## src/rtl/fc_mul_pkg.sv

```systemverilog
// Shared definitions for the FC-datapath sequential Booth multiplier.
//   mul_state_e   : controller states (idle / running Booth steps / result held)
//   BOOTH_*       : decode of the Booth pair P[1:0]
//   booth_width() : internal operand width W = N + 1 (room for sign/zero extension)
package fc_mul_pkg;

  typedef enum logic [1:0] {
    StIdle,
    StBusy,
    StDone
  } mul_state_e;

  localparam logic [1:0] BOOTH_NOP0 = 2'b00;
  localparam logic [1:0] BOOTH_ADD  = 2'b01;
  localparam logic [1:0] BOOTH_SUB  = 2'b10;
  localparam logic [1:0] BOOTH_NOP1 = 2'b11;

  // One extra bit lets unsigned operands be treated as non-negative signed values.
  function automatic int unsigned booth_width(input int unsigned n);
    return n + 1;
  endfunction

endpackage

```

## src/rtl/booth_step.sv

```systemverilog
// Single combinational radix-2 Booth step: conditional add of A or S selected by
// the Booth pair P[1:0], followed by a 1-bit arithmetic right shift.
//   p_i : current partial-product register (PW bits)
//   a_i : {+M, zeros}, s_i : {-M, zeros}
//   p_o : next partial-product value
// The add wraps modulo 2^PW.
module booth_step
  import fc_mul_pkg::*;
#(
  parameter int unsigned PW = 19
) (
  input  logic [PW-1:0] p_i,
  input  logic [PW-1:0] a_i,
  input  logic [PW-1:0] s_i,
  output logic [PW-1:0] p_o
);

  logic [PW-1:0] sum;

  always_comb begin
    sum = p_i;
    unique case (p_i[1:0])
      BOOTH_ADD:              sum = p_i + a_i;
      BOOTH_SUB:              sum = p_i + s_i;
      BOOTH_NOP0, BOOTH_NOP1: sum = p_i;
    endcase
    p_o = {sum[PW-1], sum[PW-1:1]};
  end

endmodule

```

## src/rtl/seq_booth_multiplier.sv

```systemverilog
// Iterative radix-2 Booth multiplier, one Booth step per clock, valid/ready on
// both sides. Signed or unsigned operands selected per transaction.
//   clk, rst_n          : clock, asynchronous active-low reset
//   inValid / inReady   : operand handshake (M, R, isSigned sampled on accept)
//   outValid / outReady : result handshake; mulResult held while stalled
//   mulResult           : 2N-bit product
// Optional macro BOOTH_EARLY_TERM_EN: when the unscanned multiplier bits and the
// Booth bit are uniform, the remaining steps collapse into one shift.
module seq_booth_multiplier
  import fc_mul_pkg::*;
#(
  parameter int unsigned N = 16
) (
  input  logic           clk,
  input  logic           rst_n,
  input  logic           inValid,
  output logic           inReady,
  input  logic           isSigned,
  input  logic [N-1:0]   M,
  input  logic [N-1:0]   R,
  output logic           outValid,
  input  logic           outReady,
  output logic [2*N-1:0] mulResult
);

  localparam int unsigned CNT_W = $clog2(N + 2);
  localparam int unsigned W     = booth_width(N);
  localparam int unsigned PW    = 2 * W + 1;

  localparam logic [CNT_W-1:0] LastCnt = CNT_W'(W - 1);

  mul_state_e       state_q, state_d;
  logic [CNT_W-1:0] cnt_q, cnt_d;
  logic [PW-1:0]    p_q, p_d;
  logic [W-1:0]     m_q, m_d;
  logic [2*N-1:0]   result_q, result_d;

  logic [W-1:0]  m_ext, r_ext, m_neg;
  logic [PW-1:0] a_val, s_val, p_step;

  assign m_ext = isSigned ? {M[N-1], M} : {1'b0, M};
  assign r_ext = isSigned ? {R[N-1], R} : {1'b0, R};
  assign m_neg = ~m_q + 1'b1;
  assign a_val = {m_q, {(W + 1){1'b0}}};
  assign s_val = {m_neg, {(W + 1){1'b0}}};

  booth_step #(
    .PW (PW)
  ) u_booth_step (
    .p_i (p_q),
    .a_i (a_val),
    .s_i (s_val),
    .p_o (p_step)
  );

`ifdef BOOTH_EARLY_TERM_EN
  // After cnt_q steps the unscanned multiplier bits plus the Booth bit sit in
  // P[W-cnt_q:0]; if they are uniform every remaining step is a pure shift.
  logic [W:0]       scan_mask, scan_bits;
  logic [CNT_W-1:0] remain;
  logic             early_hit;
  logic [PW-1:0]    p_early;

  assign scan_mask = {(W + 1){1'b1}} >> cnt_q;
  assign scan_bits = p_q[W:0] & scan_mask;
  assign early_hit = (scan_bits == '0) || (scan_bits == scan_mask);
  assign remain    = CNT_W'(W) - cnt_q;
  assign p_early   = $signed(p_q) >>> remain;
`endif

  always_comb begin
    state_d  = state_q;
    cnt_d    = cnt_q;
    p_d      = p_q;
    m_d      = m_q;
    result_d = result_q;
    unique case (state_q)
      StIdle: begin
        if (inValid) begin
          m_d     = m_ext;
          p_d     = {{W{1'b0}}, r_ext, 1'b0};
          cnt_d   = '0;
          state_d = StBusy;
        end
      end
      StBusy: begin
`ifdef BOOTH_EARLY_TERM_EN
        if (early_hit) begin
          p_d      = p_early;
          result_d = p_early[2*N:1];
          state_d  = StDone;
        end else begin
          p_d   = p_step;
          cnt_d = cnt_q + 1'b1;
          if (cnt_q == LastCnt) begin
            result_d = p_step[2*N:1];
            state_d  = StDone;
          end
        end
`else
        p_d   = p_step;
        cnt_d = cnt_q + 1'b1;
        if (cnt_q == LastCnt) begin
          result_d = p_step[2*N:1];
          state_d  = StDone;
        end
`endif
      end
      StDone: begin
        if (outReady) state_d = StIdle;
      end
      default: state_d = StIdle;
    endcase
  end

  always_ff @(posedge clk or negedge rst_n) begin
    if (!rst_n) begin
      state_q  <= StIdle;
      cnt_q    <= '0;
      p_q      <= '0;
      m_q      <= '0;
      result_q <= '0;
    end else begin
      state_q  <= state_d;
      cnt_q    <= cnt_d;
      p_q      <= p_d;
      m_q      <= m_d;
      result_q <= result_d;
    end
  end

  assign inReady   = (state_q == StIdle);
  assign outValid  = (state_q == StDone);
  assign mulResult = result_q;

endmodule

```

## config.mk

```make
export PLATFORM = sky130hd
export DESIGN_NAME = seq_booth_multiplier
export DESIGN_NICKNAME = d
export VERILOG_FILES = /design/src/rtl/fc_mul_pkg.sv /design/src/rtl/booth_step.sv /design/src/rtl/seq_booth_multiplier.sv
export SDC_FILE = /design/constraint.sdc
export NUM_CORES = 1
export LEC_CHECK = 0
export BUFFER_PORTS_ARGS = -buffer_cell sky130_fd_sc_hd__buf_4
export CELL_PAD_IN_SITES_DETAIL_PLACEMENT = 2
export CELL_PAD_IN_SITES_GLOBAL_PLACEMENT = 2
export CORE_MARGIN = 2
export CORE_UTILIZATION = 25
export DETAILED_ROUTE_END_ITERATION = 10
export GPL_ROUTABILITY_DRIVEN = 0
export HOLD_SLACK_MARGIN = 0.15
export PLACE_DENSITY = 0.65
export SYNTH_ARGS = -nofsm -noshare
export SYNTH_HDL_FRONTEND = slang
export SYNTH_SLANG_ARGS = --single-unit
```

## constraint.sdc

```tcl
create_clock -name clk -period 2.97 [get_ports clk]
set_clock_uncertainty 0.05 [all_clocks]
set_input_delay 0.1485 -clock clk [delete_from_list [all_inputs] [get_ports clk]]
set_output_delay 0.1485 -clock clk [all_outputs]
set_load 0.05 [all_outputs]
```

==> metrics.txt <==
status=finished, violations left; violations in the final reports=negative setup slack; clock latency on the worst-skew pair=between 0.3 and 0.4 ns; # DRC=0; PortBufs=70; Worst Max-Slew Pin Slew=0.786 ns; Post-Synthesis Cells=532; WP data required=between 3 and 4 ns; Iteration-0 DRC Markers=151; Initial Util=0.257; #FFs+latches synth=90; CORE AREA=between 15000 and 20000 um2; post-route ant nets=0; Worst Setup SP=m_q[3]; async set-reset flop share out of synthesis=1.00; vias per std cell=4.74; final setup margin=-0.223 ns; # fillers=2090; Area contributors post-synth=dfrtp_1, nand2_1, ha_1; CP Launch Type=flip-flop; die area=20500 um2; via count=4523; dpl hpwl=11700 um; max_slew headroom=0.476; vias in the first global route=5209; num rows=50; CTS Sinks=90; max-slew violation count=0; clk slew on worst S/H paths=0.07 ns; Cell variety after synth=52; CTS tree=built; total wire length=16800 um; predominant post-synthesis flop cell=dfrtp_1; Remaining Overflow, GRT=0; die height=143 um; period utilization=1.07; R2R setup slack=-0.22 ns; share of layout cells above drive strength 1=0.344; Yosys top cell area share=0.464; global-route wire length before repair=27100 um; Die W=roughly 140 um; worst-path fanout max=3; H-tree levels=3; Root Driver=clkbuf_16; Synth area leader=dfrtp_1; min cycle time layout=3.19 ns; Post-synth EDFFs=0; max_cap viols=0; Total Routing Usage GR=0.171; Crit Path Class=reg2reg; Setup crit end kind=flip-flop; drt first pass iters=4; WL/cell=17.7 um; Hold Slack=between 0.3 and 0.4 ns; pin count of the biggest net entering global routing=57; TritonCTS Buffers=9; RR Startpoint=m_q[3]; Post-Syn Nets=591; worst hold path class=in2async; I/O pin total=approximately 70; Fin. Hold Viols=0; WP data arrival=3.43 ns; area growth from synthesis to layout=48.4%; Post-Synthesis Mean Instance Area=9.12 um2; n_diodes=0; Seq/Total Area, Yosys=0.464; Clock Tree Buf Depth=2; # setup viols final=13; initial antenna violation count=0; fmax=313 MHz; nets=748; Syn. warnings=0; setup_tns=-1.26 ns; RSZ-0062 raised after global routing=true; post-synthesis cell area=4850 um2
==> registers in the layout (all words and copies together), names as in the netlist <==
signal,cells
m_q,17
cnt_q,5
state_q,2
mulResult,32
p_q,34
==> stage by stage <==
step                cell area [um2]  utilization  instances  setup WS, ns
global placement               6100        0.323        894        -0.113
finish                         7200        0.381        954        -0.223
global route                   7200        0.381        954        -0.407
CTS                            7070        0.374        953        -0.182
detailed placement             6100        0.323        894        -0.421
floorplan                      4860            -        532       -0.0712
==> synth_stat cells, types with 2 or more instances <==
library cell	instances
o211ai_1	2
o211ai_2	2
o21ai_0	49
xnor2_1	14
nor2b_1	2
nor2_1	34
buf_2	2
nor3_1	2
ha_1	21
xor2_1	14
mux2_2	17
nand2b_1	8
buf_1	4
or4_1	2
nand3_1	27
o21ai_1	5
o21a_1	2
a31oi_1	15
a21oi_1	27
o41ai_1	2
o21ai_2	3
o31ai_1	5
dfrtp_1	90
nand2_1	121
clkbuf_1	21
mux2i_1	5
inv_1	11
==> critical path: stages (launching register included) <==
cell and delay [ns]:
dfrtp_1 0.40, nor3_2 0.26, buf_4 0.16, nand2_2 0.10, o41ai_4 0.31, xnor2_1 0.12, ha_1 0.34, buf_4 0.13
nand2_1 0.08, a21oi_2 0.14, o21ai_2 0.11, buf_4 0.16, o21ai_2 0.19, xnor2_2 0.10, or4_4 0.42, o21ai_2 0.06
==> area by class of cell <==
class / instances / area, um2 / area share
clock buffer: 9 / 225 / 0.0313
tap: 260 / 325 / 0.0452
inverter: 11 / 41.3 / 0.00574
multi-input combinational: 404 / 2810 / 0.390
timing repair buffer: 173 / 1450 / 0.201
clock inverter: 7 / 98.8 / 0.0137
sequential: 90 / 2250 / 0.313
==> layout by cell type (no fill, tap or decap), types with 13 or more instances in the layout <==
cell           netlist  final
a21oi_1             27     15
a31oi_1             15     15
buf_4                0    129
dfrtp_1             90     90
dlygate4sd3_1        0     35
ha_1                21     15
mux2_2              17     17
nand2_1            121    117
nand3_1             27     26
nor2_1              34     31
o21ai_0             49     34
o21ai_1              5     15
xor2_1              14     13
==> logic make-up (layout without fill, tap and decap cells) <==
kind of cell,after synthesis,after routing,synth area share
compound gates,126,126,0.162
xor+xnor,29,29,0.0539
fa+ha+maj,22,22,0.0583
buf+inv,38,200,0.0299
flops,90,90,0.464
mux,22,22,0.0498
simple gates,205,205,0.181
==> path summary, 6_finish.rpt <==
check,to,cells past startpoint
hold reg to reg,mulResult[22],2
setup reg to reg,p_q[33],15
max in group asynchronous,m_q[15],3
min in group clk,state_q[0],3
hold / removal,mulResult[17],2
setup / recovery,p_q[33],15
==> metal layers <==
metal	GRT usage	vias up	share of wire
li1	-	2146	-
met1	0.186	2309	0.39
met2	0.332	52	0.57
met3	0.0288	16	0.027
met4	0.0604	0	0.018
met5	0	-	0
==> timing repair <==
item | CTS | global route
buffers inserted | 8 | 3
hold endpoints to repair | 90 | 0
setup endpoints to repair | 19 | 19
resized for setup | 52 | 30
pin swaps | 20 | 21
hold buffers | 35 | 0
Power is not shown: default switching activity piles up to over one toggle a cycle in this logic, so the estimate is an artifact.
